$ cat src/rtl/seg_scan_pkg.sv
// ---------------------------------------------------------------------------
// seg_scan_pkg
//   Shared constants for the seven-segment scanner:
//     DIGITS        number of multiplexed digits
//     SEG_BLANK     all segments off (active-low)
//     SEG_HEX_0..F  active-low {g,f,e,d,c,b,a} patterns for hex digits
// ---------------------------------------------------------------------------
package seg_scan_pkg;

  localparam int DIGITS = 4;

  localparam logic [6:0] SEG_BLANK = 7'b1111111;

  localparam logic [6:0] SEG_HEX_0 = 7'b1000000;
  localparam logic [6:0] SEG_HEX_1 = 7'b1111001;
  localparam logic [6:0] SEG_HEX_2 = 7'b0100100;
  localparam logic [6:0] SEG_HEX_3 = 7'b0110000;
  localparam logic [6:0] SEG_HEX_4 = 7'b0011001;
  localparam logic [6:0] SEG_HEX_5 = 7'b0010010;
  localparam logic [6:0] SEG_HEX_6 = 7'b0000010;
  localparam logic [6:0] SEG_HEX_7 = 7'b1111000;
  localparam logic [6:0] SEG_HEX_8 = 7'b0000000;
  localparam logic [6:0] SEG_HEX_9 = 7'b0010000;
  localparam logic [6:0] SEG_HEX_A = 7'b0001000;
  localparam logic [6:0] SEG_HEX_B = 7'b0000011;
  localparam logic [6:0] SEG_HEX_C = 7'b1000110;
  localparam logic [6:0] SEG_HEX_D = 7'b0100001;
  localparam logic [6:0] SEG_HEX_E = 7'b0000110;
  localparam logic [6:0] SEG_HEX_F = 7'b0001110;

endpackage

$ cat src/rtl/seg_scan_hex_to_seg.sv
// ---------------------------------------------------------------------------
// seg_scan_hex_to_seg
//   Purely combinational hex-nibble to seven-segment decoder (active-low).
//   Ports:
//     nibble_i  in   4  value to display
//     seg_o     out  7  {g,f,e,d,c,b,a}, 0 = segment lit
// ---------------------------------------------------------------------------
module seg_scan_hex_to_seg
  import seg_scan_pkg::*;
(
  input  logic [3:0] nibble_i,
  output logic [6:0] seg_o
);

  always_comb begin
    seg_o = SEG_BLANK;
    unique case (nibble_i)
      4'h0: seg_o = SEG_HEX_0;
      4'h1: seg_o = SEG_HEX_1;
      4'h2: seg_o = SEG_HEX_2;
      4'h3: seg_o = SEG_HEX_3;
      4'h4: seg_o = SEG_HEX_4;
      4'h5: seg_o = SEG_HEX_5;
      4'h6: seg_o = SEG_HEX_6;
      4'h7: seg_o = SEG_HEX_7;
      4'h8: seg_o = SEG_HEX_8;
      4'h9: seg_o = SEG_HEX_9;
      4'hA: seg_o = SEG_HEX_A;
      4'hB: seg_o = SEG_HEX_B;
      4'hC: seg_o = SEG_HEX_C;
      4'hD: seg_o = SEG_HEX_D;
      4'hE: seg_o = SEG_HEX_E;
      4'hF: seg_o = SEG_HEX_F;
    endcase
  end

endmodule

$ cat src/rtl/seg_scan.sv
// ---------------------------------------------------------------------------
// seg_scan
//   Four-digit multiplexed seven-segment driver. The display word is
//   snapshotted once per scan frame so a frame never mixes old and new
//   nibbles; each digit slot ends with a guard window of all-anodes-off to
//   suppress ghosting.
//   Parameters:
//     DIV_WIDTH  each digit slot lasts 2^DIV_WIDTH clocks
//     GUARD      blank clocks at the end of each slot (< 2^DIV_WIDTH)
//   Ports:
//     clock          in   1   rising-edge clock
//     reset          in   1   asynchronous, active-low
//     data           in   16  display word, digit 0 (rightmost) = data[3:0]
//     displayEnable  in   1   0 blanks the whole display
//     an             out  4   anodes, active-low one-hot
//     seg            out  7   segments {g,f,e,d,c,b,a}, active-low
//     dp             out  1   decimal point, active-low, always off
//     frameTick      out  1   high in the cycle whose closing edge snapshots
//   Build option:
//     SEG_LEADING_ZERO_BLANK_EN  blank digits above the most significant
//                                nonzero nibble (digit 0 always lit)
// ---------------------------------------------------------------------------
module seg_scan
  import seg_scan_pkg::*;
#(
  parameter int DIV_WIDTH = 16,
  parameter int GUARD     = 4
) (
  input  logic        clock,
  input  logic        reset,
  input  logic [15:0] data,
  input  logic        displayEnable,
  output logic [3:0]  an,
  output logic [6:0]  seg,
  output logic        dp,
  output logic        frameTick
);

  localparam int DIGIT_W = $clog2(DIGITS);
  localparam logic [DIV_WIDTH-1:0] DIV_MAX     = '1;
  localparam logic [DIV_WIDTH-1:0] GUARD_START = DIV_WIDTH'((2 ** DIV_WIDTH) - GUARD);
  localparam logic [DIGIT_W-1:0]   LAST_DIGIT  = DIGIT_W'(DIGITS - 1);

  logic [DIV_WIDTH-1:0] div_q, div_d;
  logic [DIGIT_W-1:0]   digit_q, digit_d;
  logic [15:0]          sh_data_q, sh_data_d;
  logic                 sh_en_q, sh_en_d;
  logic [3:0]           an_q, an_d;
  logic [6:0]           seg_q, seg_d;

  logic                 tc;
  logic                 frame_end;
  logic                 guard;
  logic                 lz_blank;
  logic                 blank;
  logic [DIGITS-1:0]    an_sel;
  logic [3:0]           nibble;
  logic [6:0]           hex_seg;

  assign tc        = (div_q == DIV_MAX);
  assign frame_end = tc && (digit_q == LAST_DIGIT);
  // GUARD==0 would wrap GUARD_START to 0 and blank everything, so gate it.
  assign guard     = (GUARD > 0) && (div_q >= GUARD_START);

  // One-hot decode of the active slot; shared by the anodes and the
  // leading-zero mask.
  genvar gi;
  generate
    for (gi = 0; gi < DIGITS; gi++) begin : g_sel
      assign an_sel[gi] = (digit_q == DIGIT_W'(gi));
    end
  endgenerate

`ifdef SEG_LEADING_ZERO_BLANK_EN
  // lz_mask[i]=1 when nibbles i..top are all zero; digit 0 is never masked.
  logic [DIGITS-1:0] lz_mask;
  assign lz_mask[0] = 1'b0;
  generate
    for (gi = 1; gi < DIGITS; gi++) begin : g_lz
      assign lz_mask[gi] = ~|sh_data_q[4*DIGITS-1:4*gi];
    end
  endgenerate
  assign lz_blank = |(lz_mask & an_sel);
`else
  assign lz_blank = 1'b0;
`endif

  assign nibble = sh_data_q[{digit_q, 2'b00} +: 4];

  seg_scan_hex_to_seg u_hex (
    .nibble_i (nibble),
    .seg_o    (hex_seg)
  );

  // Next-state for counters and the per-frame snapshot.
  always_comb begin
    div_d     = div_q + 1'b1;
    digit_d   = tc ? digit_q + 1'b1 : digit_q;
    sh_data_d = frame_end ? data : sh_data_q;
    sh_en_d   = frame_end ? displayEnable : sh_en_q;
  end

  // Output mux; registered below so outputs lag div/digit by one clock.
  always_comb begin
    blank = guard || !sh_en_q || lz_blank;
    an_d  = blank ? 4'b1111 : ~an_sel;
    seg_d = blank ? SEG_BLANK : hex_seg;
  end

  always_ff @(posedge clock or negedge reset) begin
    if (!reset) begin
      div_q     <= '0;
      digit_q   <= '0;
      sh_data_q <= 16'h0000;
      sh_en_q   <= 1'b0;
      an_q      <= 4'b1111;
      seg_q     <= SEG_BLANK;
    end else begin
      div_q     <= div_d;
      digit_q   <= digit_d;
      sh_data_q <= sh_data_d;
      sh_en_q   <= sh_en_d;
      an_q      <= an_d;
      seg_q     <= seg_d;
    end
  end

  assign an        = an_q;
  assign seg       = seg_q;
  assign dp        = 1'b1;
  // Decoded from registers only, so it is clean and is 0 while in reset.
  assign frameTick = frame_end;

endmodule

$ cat config.mk
export PLATFORM = sky130hd
export DESIGN_NAME = seg_scan
export DESIGN_NICKNAME = d
export VERILOG_FILES = /design/src/rtl/seg_scan_pkg.sv /design/src/rtl/seg_scan_hex_to_seg.sv /design/src/rtl/seg_scan.sv
export SDC_FILE = /design/constraint.sdc
export NUM_CORES = 1
export LEC_CHECK = 0
export ABC_AREA = 1
export ABC_CLOCK_PERIOD_IN_PS = 2400
export BUFFER_PORTS_ARGS = -buffer_cell sky130_fd_sc_hd__buf_2
export CAP_MARGIN = 20
export CORE_ASPECT_RATIO = 0.75
export CORE_UTILIZATION = 55
export CTS_BUF_LIST = sky130_fd_sc_hd__clkbuf_8 sky130_fd_sc_hd__clkbuf_16
export CTS_CLUSTER_DIAMETER = 30
export DETAILED_ROUTE_END_ITERATION = 16
export PLACE_DENSITY = 0.77
export SLEW_MARGIN = 20
export SYNTH_ARGS = -nofsm -noshare
export SYNTH_HDL_FRONTEND = slang
export SYNTH_SLANG_ARGS = --single-unit
$ cat constraint.sdc
create_clock -name clock -period 2.4 [get_ports clock]
set_clock_uncertainty 0.15 [all_clocks]
set_input_delay 0.24 -clock clock [delete_from_list [all_inputs] [get_ports clock]]
set_output_delay 0.24 -clock clock [all_outputs]
set_load 0.01 [all_outputs]
==> reports/results.txt, run 1 <==
status - complete, no violations
R2R depth - 10
commonest non-fill, non-tap cells in the layout - nand2_1 (100), dfrtp_1 (35), nand3_1 (31)
Worst R2R Setup Slack - 0.40 ns
number of fill cells - 332
Worst Path Required - 2.01 ns
unrepaired setup endpoints after global routing - false
final net count - 354
initial core utilization - 57.6%
clock tree buffer depth - 2
Max-Slew Margin vs Limit - 62.7%
Hold WC Path Type - flip-flop to flip-flop
Routed WL - 4420 um
Critical Path Fanout Max - 18
Reg clk slew, reported paths - 0.07 ns
Clock Latency Late Sink - 0.29 ns
GRT Max-Usage Layer - met2
I/O pin cnt - 32
Pleak - 1.42 nW
worst setup path startpoint - div_q[0]$_DFF_PN0_
first-pass detailed-route iteration total - 4
Setup TNS Final - 0 ns
Setup CP Type - flip-flop to output port
GR Util met3 - 5.27%
cells after synthesis - 271
DRT iter0 DRCs - 120
Reg-to-Reg End - seg[5]$_DFF_PN1_
initial antenna violation count - 0
total number of vias - 1825
CTS Buf Count - 5
post-synthesis register bit count - 46
final hold vios - 0
Congestion Overflow GR - 0
Pwr per Cell Area - 452 nW/um2
die span in x - 77.5 um
Worst setup endpoint - frameTick
vias in the first global route - 1699
max_cap viols - 0
met1 Use GR - 30.1%
peak supply drop - 270 uV
Pins Over Slew Limit - 0
Root Driver - clkbuf_8
Cell variety after synth - 23
WHS - 0.328 ns
share of layout cells above drive strength 1 - 21.7%
worst path arrival time - 1.84 ns
Worst setup SP type - flip-flop
Syn. warnings - 0
Worst-Margin Slew - 0.560 ns
Tmin final - 2.23 ns
CP Capture Type - output port
post-synthesis sequential area ratio - 49.6%
clock sink total - 46
I/O Buffers - 30
CORE AREA - 4080 um2
first-pass GRT wire length - 7490 um
met2 usage - 33.2%
DRC Markers - 0
post-DP HPWL - 3030 um
remaining antenna violation count after routing - 0
fin crit share - 92.8%
area growth from synthesis to layout - 19.2%
largest net degree at the start of global routing - 47
synthesized area per cell - 8.67 um2
DIE HEIGHT - 58.6 um
Avg WL per Cell - 11.7 um
register area - 1160 um2
die area - 4540 um2
final setup vio count - 0
GRT Util Overall - 21.5%
Via density - 4.83
Tot Pwr - 0.00127 W
Post-Syn Area - 2350 um2
gpl congestion - 0.887
Reg2Reg Launch Point - digit_q[0]$_DFFE_PN0N_
FP Rows - 20
area of the multi-input gates - 1060 um2
number of diodes - 0
commonest non-fill, non-tap cell in the layout - nand2_1
Max Fclk - 0.449 GHz
CTS tree - yes
CTS H-Tree Depth - 2
syn nets - 302
-- power breakdown --
part	total [W]	switching, W	internal, W
clock network	0.000437	0.000244	0.000192
logic	0.0000540	0.0000237	0.0000303
registers	0.000775	0	0.000775
-- logic make-up after synthesis --
kind of cell	after synthesis	share of synthesized area [%]
DFF	46	49.6
buffers and inverters	24	5.11
xor gates and xnor gates	13	4.85
adders and majority gates	12	6.39
AOI/OAI and AO/OA	2	0.426
other	1	0.160
and+or+nand+nor	173	33.5
-- through the flow --
| stage | setup slack (ns) | cells | cell area (um2) | utilization, % |
|---|---|---|---|---|
| finish | 0.174 | 378 | 2800 | 68.6 |
| CTS | 0.105 | 378 | 2790 | 68.4 |
| global route | 0.0182 | 378 | 2800 | 68.6 |
| detailed placement | 0.407 | 353 | 2530 | 62.1 |
| floorplan | 0.722 | 271 | 2350 | - |
| global placement | 0.458 | 353 | 2530 | 62.1 |
-- final cells by class --
cell class / instances / area share (%)
Clock buffer: 5 / 2.46
Timing Repair Buffer: 49 / 12.1
Clock inverter: 2 / 0.268
Tap cell: 55 / 2.46
Sequential cell: 46 / 41.6
Inverter: 20 / 3.13
Multi-Input combinational cell: 201 / 38.0
-- sequential cells by signal (all words and copies together) (netlist names) --
signal / count
div_q: 16
sh_data_q: 16
seg: 7
an: 4
digit_q: 2
sh_en_q: 1
-- layer usage --
layer	share of wire, %	vias to the layer above	routed length [um]
li1	-	946	-
met1	52	824	2290
met2	43	45	1880
met3	3.8	10	170
met4	1.7	0	74
met5	0	-	0
-- synthesized netlist by cell type --
cell type / n / share of area (%)
nand3_1: 31 / 6.6
xor2_1: 10 / 3.7
nand4_1: 3 / 0.80
buf_2: 1 / 0.21
dfstp_2: 11 / 12
conb_1: 1 / 0.16
buf_4: 2 / 0.64
dfrtp_1: 35 / 37
nand2_4: 2 / 0.96
ha_1: 12 / 6.4
nand2_2: 14 / 3.7
clkinv_4: 1 / 0.37
nor2_1: 14 / 2.2
nand2_1: 100 / 16
or2_2: 1 / 0.27
inv_1: 17 / 2.7
xnor2_1: 3 / 1.1
o21ai_0: 2 / 0.43
buf_12: 1 / 0.85
nor2_8: 1 / 0.85
nor2_4: 2 / 0.96
inv_2: 2 / 0.32
nor3_1: 5 / 1.1
-- repair_timing --
action                                  4_1_cts  5_1_grt
buffers inserted                              0        0
resized for setup                             0        2
endpoints found under the hold margin        52        0
hold buffers                                 18        0
endpoints found under the setup margin        0        1
-- how the worst min path moves through the flow --
| stage | start | cells past startpoint | to |
|---|---|---|---|
| floorplan | reset | 0 | digit_q[0]$_DFFE_PN0N_ |
| global placement | reset | 2 | sh_data_q[14]$_DFFE_PN0P_ |
| detailed placement | reset | 2 | sh_data_q[14]$_DFFE_PN0P_ |
| CTS | div_q[0]$_DFF_PN0_ | 1 | div_q[0]$_DFF_PN0_ |
| global route | div_q[0]$_DFF_PN0_ | 1 | div_q[0]$_DFF_PN0_ |
| finish | div_q[0]$_DFF_PN0_ | 1 | div_q[0]$_DFF_PN0_ |
-- worst max-delay path, cell delays in order, from the launching register on --
cell	delay, ns
dfrtp_1	0.38
ha_1	0.19
inv_1	0.10
nor2_4	0.18
nand2_4	0.09
nor2_8	0.14
nand2_4	0.17
clkinv_8	0.15
buf_2	0.14
Note: power is estimated with default switching activity, not from simulation.
==> inputs of run 2 (changes only) <==
Settings changed: REMOVE_ABC_BUFFERS from default to 1.
==> run 2 against run 1 <==
Worst hold slack worse by 0.32 ns. Highest routed layer unchanged. Global-route usage up 0.77 points. First-iteration DRC count up 13%. Clock-buffer cell count did not move.
==> reports/results.txt, run 2 (synthesis results as in run 1) <==
vias in the first global route - 1742 (+2.5%)
status - complete, no violations
highest metal used - met4
Via density - 4.87 (+0.85%)
remaining antenna violation count after routing - 0 (unchanged)
Clock Power Share - 34.2% (-0.3 points)
initial core utilization - 57.6% (unchanged)
switching portion of total power - 20.7% (-0.48 points)
Util after Layout - 67.6% (-0.98 points)
Worst-Margin Slew - 0.785 ns (+0.225 ns)
unrepaired setup endpoints after global routing - false
DRC Markers - 0 (unchanged)
area of the multi-input gates - 1060 um2 (unchanged)
share of layout cells above drive strength 1 - 21.9% (+0.27 points)
CTS tree - yes
gpl congestion - 0.842 (-5.0%)
WHS - 0.00455 ns (-0.324 ns)
Setup CP Type - flip-flop to output port
Setup TNS Final - 0 ns (unchanged)
sum of routed wire segments on met1 - 2270 um (-0.96%)
CP Capture Type - output port
Reg clk slew, reported paths - 0.07 ns (about the same)
met3 wire length - 179 um (+5.3%)
Reg power frac - 61.9% (+0.7 points)
largest net degree at the start of global routing - 37 (-21%)
CTS H-Tree Depth - 2 (unchanged)
max_cap viols - 0 (unchanged)
register area - 1160 um2 (unchanged)
worst path arrival time - 1.80 ns (-0.04 ns)
number of diodes - 0 (unchanged)
Routed WL - 4240 um (-4.0%)
Met2 Wirelength - 1750 um (-7.2%)
Max Fclk - 0.456 GHz (+1.5%)
area growth from synthesis to layout - 17.5%
final hold vios - 0 (unchanged)
initial antenna violation count - 0 (unchanged)
commonest non-fill, non-tap cells in the layout - nand2_1 (100), dfrtp_1 (35), nand3_1 (31)
placed inst area - 2530 um2 (unchanged)
Pwr per Cell Area - 454 nW/um2 (+0.39%)
die span in x - 77.5 um (unchanged)
Setup WS post-layout - 0.206 ns (+0.0325 ns)
Pins Over Slew Limit - 0 (unchanged)
final setup vio count - 0 (unchanged)
I/O Buffers - 30 (unchanged)
first-pass detailed-route iteration total - 4 (unchanged)
P_int - 0.000994 W (-0.44%)
clock sink total - 46 (unchanged)
Critical Path Fanout Max - 18 (unchanged)
Combinational Power Share - 3.9% (-0.4 points)
commonest non-fill, non-tap cell in the layout - nand2_1
Tmin final - 2.19 ns (-0.0325 ns)
final net count - 350 (-1.1%)
Avg WL per Cell - 11.3 um (-3.0%)
FP Rows - 20 (unchanged)
fin crit share - 91.4% (-1.4 points)
I/O pin cnt - 32 (unchanged)
peak supply drop - 341 uV (+26%)
Finished Cell Area - 2760 um2 (-1.4%)
CTS Buf Count - 5 (unchanged)
DRT iter0 DRCs - 136 (+13%)
DIE HEIGHT - 58.6 um (unchanged)
number of fill cells - 333 (+0.30%)
Pleak - 1.40 nW (-1.2%)
Clock Latency Late Sink - 0.30 ns (about the same)
Worst Path Required - 2.01 ns (about the same)
clock tree buffer depth - 2 (unchanged)
total number of vias - 1821 (-0.22%)
CORE AREA - 4080 um2 (unchanged)
Hold WC Path Type - input port to flip-flop
Root Driver - clkbuf_8
Max-Slew Margin vs Limit - 47.7% (-15 points)
first-pass GRT wire length - 7710 um (+2.9%)
Congestion Overflow GR - 0 (unchanged)
Worst setup SP type - flip-flop
GRT Util Overall - 22.3% (+0.77 points)
worst slack, placed - 0.421 ns (+0.0137 ns)
post-DP HPWL - 3040 um (about the same)
Psw - 0.000259 W (-3.3%)
die area - 4540 um2 (unchanged)
-- run 2: timing repair --
action / 4_1_cts / 5_1_grt
setup endpoints to repair: 0 / 1
hold buffers: 14 / 0
buffers inserted: 0 / 0
endpoints found under the hold margin: 48 / 0
gates resized for setup: 0 / 2
-- run 2: power groups by stage --
stage / Combinational [W] / Sequential (W) / Clock, W
final: 0.0000487 / 0.000776 / 0.000429
after global placement: 0.0000319 / 0.000790 / 0
after floorplan: 0.000000680 / 0.000790 / 0
after detailed placement: 0.0000324 / 0.000790 / 0
after CTS: 0.0000496 / 0.000775 / 0.000442
after global routing: 0.0000548 / 0.000775 / 0.000475
-- run 2: path summary, 6_finish.rpt --
path,from,cells past startpoint,endpoint,slack [ns]
hold / removal,data[6],3,sh_data_q[6]$_DFFE_PN0P_,0.005
setup / recovery,div_q[0]$_DFF_PN0_,8,frameTick,0.21
setup reg to reg,digit_q[0]$_DFFE_PN0N_,10,seg[5]$_DFF_PN1_,0.40
min in group asynchronous,reset,2,div_q[11]$_DFF_PN0_,0.40
max in group asynchronous,reset,3,an[3]$_DFF_PN1_,0.98
hold reg to reg,div_q[0]$_DFF_PN0_,1,div_q[0]$_DFF_PN0_,0.32
-- run 2: final cells by class --
cell class	instances	area share, %
repair buffers	45	10.8
flip-flops and latches	46	42.2
well taps	55	2.49
multi-input cells	201	38.5
clock inverters	2	0.272
inverters	20	3.17
clock buffers	5	2.49
-- run 2: metrics by stage --
stage | instances | power, W
2_1_floorplan | 267 | 0.000791
3_3_place_gp | 353 | 0.000822
3_5_place_dp | 353 | 0.000822
4_1_cts | 374 | 0.00127
5_1_grt | 374 | 0.00130
6_report | 374 | 0.00125
-- run 2: worst max-delay path: stages, from the launching register on --
cell      delay, ns
dfrtp_1        0.37
ha_1           0.18
inv_1          0.10
nor2_4         0.18
nand2_4        0.09
nor2_8         0.14
nand2_4        0.16
clkinv_8       0.14
buf_2          0.14
-- run 2: metal layers --
layer  track usage, %  vias to the layer above
li1                 -                      936
met4             8.36                        0
met2             32.5                       39
met1             33.2                      841
met3             4.19                        5
met5                0                        -
==> inputs of run 3 (changes only) <==
Settings changed: CORE_ASPECT_RATIO 0.75 to 0.7, CTS_CLUSTER_DIAMETER 30 to default.
==> run 3 against run 2 <==
Sequential share of layout area fell by 0.45 points. Non-clock buffer count rose by 2. Die area barely moved. Critical path depth did not move. Clock power rose by 9.3%. Power rose by 3.4%. Highest routed layer unchanged.
==> reports/results.txt, run 3 (synthesis results as in run 1) <==
DRT iter0 DRCs - 121 (-11%)
Worst R2R Setup Slack - 0.36 ns (-0.04 ns)
critical path's most frequent cell - nand2_4
final hold vios - 0 (unchanged)
post-CTS setup buffer count - 0 (unchanged)
DIE HEIGHT - 56.7 um (-3.3%)
gpl congestion - 0.855 (+1.6%)
Setup TNS Final - 0 ns (unchanged)
max_cap viols - 0 (unchanged)
vias in the first global route - 1709 (-1.9%)
Finished Cell Area - 2790 um2 (+1.1%)
DRC Markers - 0 (unchanged)
Setup WS post-layout - 0.153 ns (-0.0534 ns)
number of diodes - 0 (unchanged)
Clock Latency Late Sink - 0.29 ns (about the same)
Worst-Margin Slew - 0.836 ns (+0.0517 ns)
Max Fclk - 0.445 GHz (-2.4%)
largest net degree at the start of global routing - 40 (+8.1%)
crit-path cells - ha_1 > inv_1 > nor2_4 > nand2_4 > nor2_8 > nand2_4 > clkinv_8 > buf_2
sum of routed wire segments on met1 - 2310 um (+1.8%)
CTS Buf Count - 5 (unchanged)
Slowest cell on crit path - dfrtp_1
fin crit share - 93.6% (+2.2 points)
Hold WC Path Type - input port to flip-flop
commonest non-fill, non-tap cells in the layout - nand2_1 (100), dfrtp_1 (35), nand3_1 (31)
clock tree buffer depth - 2 (unchanged)
initial antenna violation count - 0 (unchanged)
GRT Util Overall - 22.9% (+0.60 points)
first-pass GRT wire length - 7910 um (+2.5%)
Reg-to-Reg End - seg[5]$_DFF_PN1_
peak supply drop - 270 uV (-21%)
max incr delay on CP - 0.38 ns (about the same)
met3 wire length - 198 um (+11%)
unrepaired setup endpoints after global routing - false
Worst setup SP type - flip-flop
remaining antenna violation count after routing - 0 (unchanged)
Avg WL per Cell - 11.9 um (+5.1%)
first-pass detailed-route iteration total - 5 (+1)
hold worst-path end - sh_en_q$_DFFE_PN0P_
Worst Path Buf+Inv - 3 (unchanged)
post-DP HPWL - 3090 um (+1.8%)
Routed WL - 4460 um (+5.1%)
R2R depth - 10 (unchanged)
clock sink total - 46 (unchanged)
I/O pin cnt - 32 (unchanged)
share of layout cells above drive strength 1 - 22.0% (+0.11 points)
total number of vias - 1842 (+1.2%)
min-delay src - displayEnable
Finished Layout Cells - 374 (unchanged)
CTS H-Tree Depth - 2 (unchanged)
Setup CP Type - flip-flop to output port
placed inst area - 2530 um2 (-0.15%)
CTS tree - yes
CP top delay family - simple AND/OR/NAND/NOR gates
CP Capture Type - output port
final setup vio count - 0 (unchanged)
worst slack, placed - 0.427 ns (+0.00638 ns)
status - complete, no violations
FP Rows - 19 (-5.0%)
number of fill cells - 327 (-1.8%)
Reg clk slew, reported paths - 0.08 ns (about the same)
Max-Slew Margin vs Limit - 44.2% (-3.4 points)
highest metal used - met4
CORE AREA - 3990 um2 (-2.1%)
Via density - 4.93 (+1.2%)
Pins Over Slew Limit - 0 (unchanged)
area growth from synthesis to layout - 18.8%
hold depth - 3 (unchanged)
die span in x - 80.1 um (+3.4%)
Pwr per Cell Area - 465 nW/um2 (+2.3%)
Worst Path Required - 2.01 ns (about the same)
Critical Path Fanout Max - 18 (unchanged)
I/O Buffers - 30 (unchanged)
commonest non-fill, non-tap cell in the layout - nand2_1
Pleak - 1.42 nW (+1.1%)
Tot Pwr - 0.00130 W (+3.4%)
Root Driver - clkbuf_8
Reg2Reg Launch Point - digit_q[0]$_DFFE_PN0N_
total placed cells including tap cells - 350 (-0.85%)
worst path arrival time - 1.86 ns (+0.06 ns)
Congestion Overflow GR - 0 (unchanged)
Tmin final - 2.25 ns (+0.0534 ns)
Met2 Wirelength - 1920 um (+9.7%)
initial core utilization - 58.8% (+1.2 points)
final net count - 352 (+0.57%)
die area - 4540 um2 (about the same)
-- run 3: power breakdown --
part	internal, W	switching [W]	leakage [nW]
registers	0.000775	0	0.500
logic	0.0000281	0.0000230	0.862
clock network	0.000227	0.000243	0.0538
total	0.00103	0.000266	1.42
-- run 3: how the worst max path moves through the flow --
stage	endpoint	from	slack, ns	depth (start not counted)
2_1_floorplan	seg[5]$_DFF_PN1_	digit_q[0]$_DFFE_PN0N_	0.69	10
3_3_place_gp	frameTick	div_q[0]$_DFF_PN0_	0.46	8
3_5_place_dp	frameTick	div_q[0]$_DFF_PN0_	0.43	8
4_1_cts	frameTick	div_q[0]$_DFF_PN0_	0.09	8
6_report	frameTick	div_q[0]$_DFF_PN0_	0.15	8
5_1_grt	frameTick	div_q[0]$_DFF_PN0_	0.01	8
-- run 3: cell type report --
cell class	count	area, um2	share of cell area, %
clock buffers	6	82.6	2.96
clock inverters	2	7.51	0.269
multi-input cells	201	1060	38.1
well taps	52	65.1	2.33
repair buffers	47	318	11.4
inverters	20	87.6	3.14
flip-flops and latches	46	1160	41.8
-- run 3: routing by layer --
metal / track usage (%) / vias to the layer above
met5: 0 / -
met4: 5.61 / 0
met3: 4.88 / 4
met2: 32.5 / 47
met1: 35.4 / 853
li1: - / 938
-- run 3: worst min-delay path: cells and delay by family --
family	cells	cell delay, ns
AND/OR/NAND/NOR	2	0.10
buffers and inverters	1	0.08
-- run 3: timing repair --
item	4_1_cts	5_1_grt
hold buffers	16	0
resized for setup	0	2
endpoints found under the setup margin	0	1
endpoints found under the hold margin	50	0
-- run 3: metrics by stage --
step | hold slack [ns] | util (%)
floorplan | -0.206 | -
global placement | 0.244 | 63.4
detailed placement | 0.241 | 63.4
CTS | 0.0124 | 69.6
global route | 0.0128 | 69.8
finish | 0.0178 | 69.8
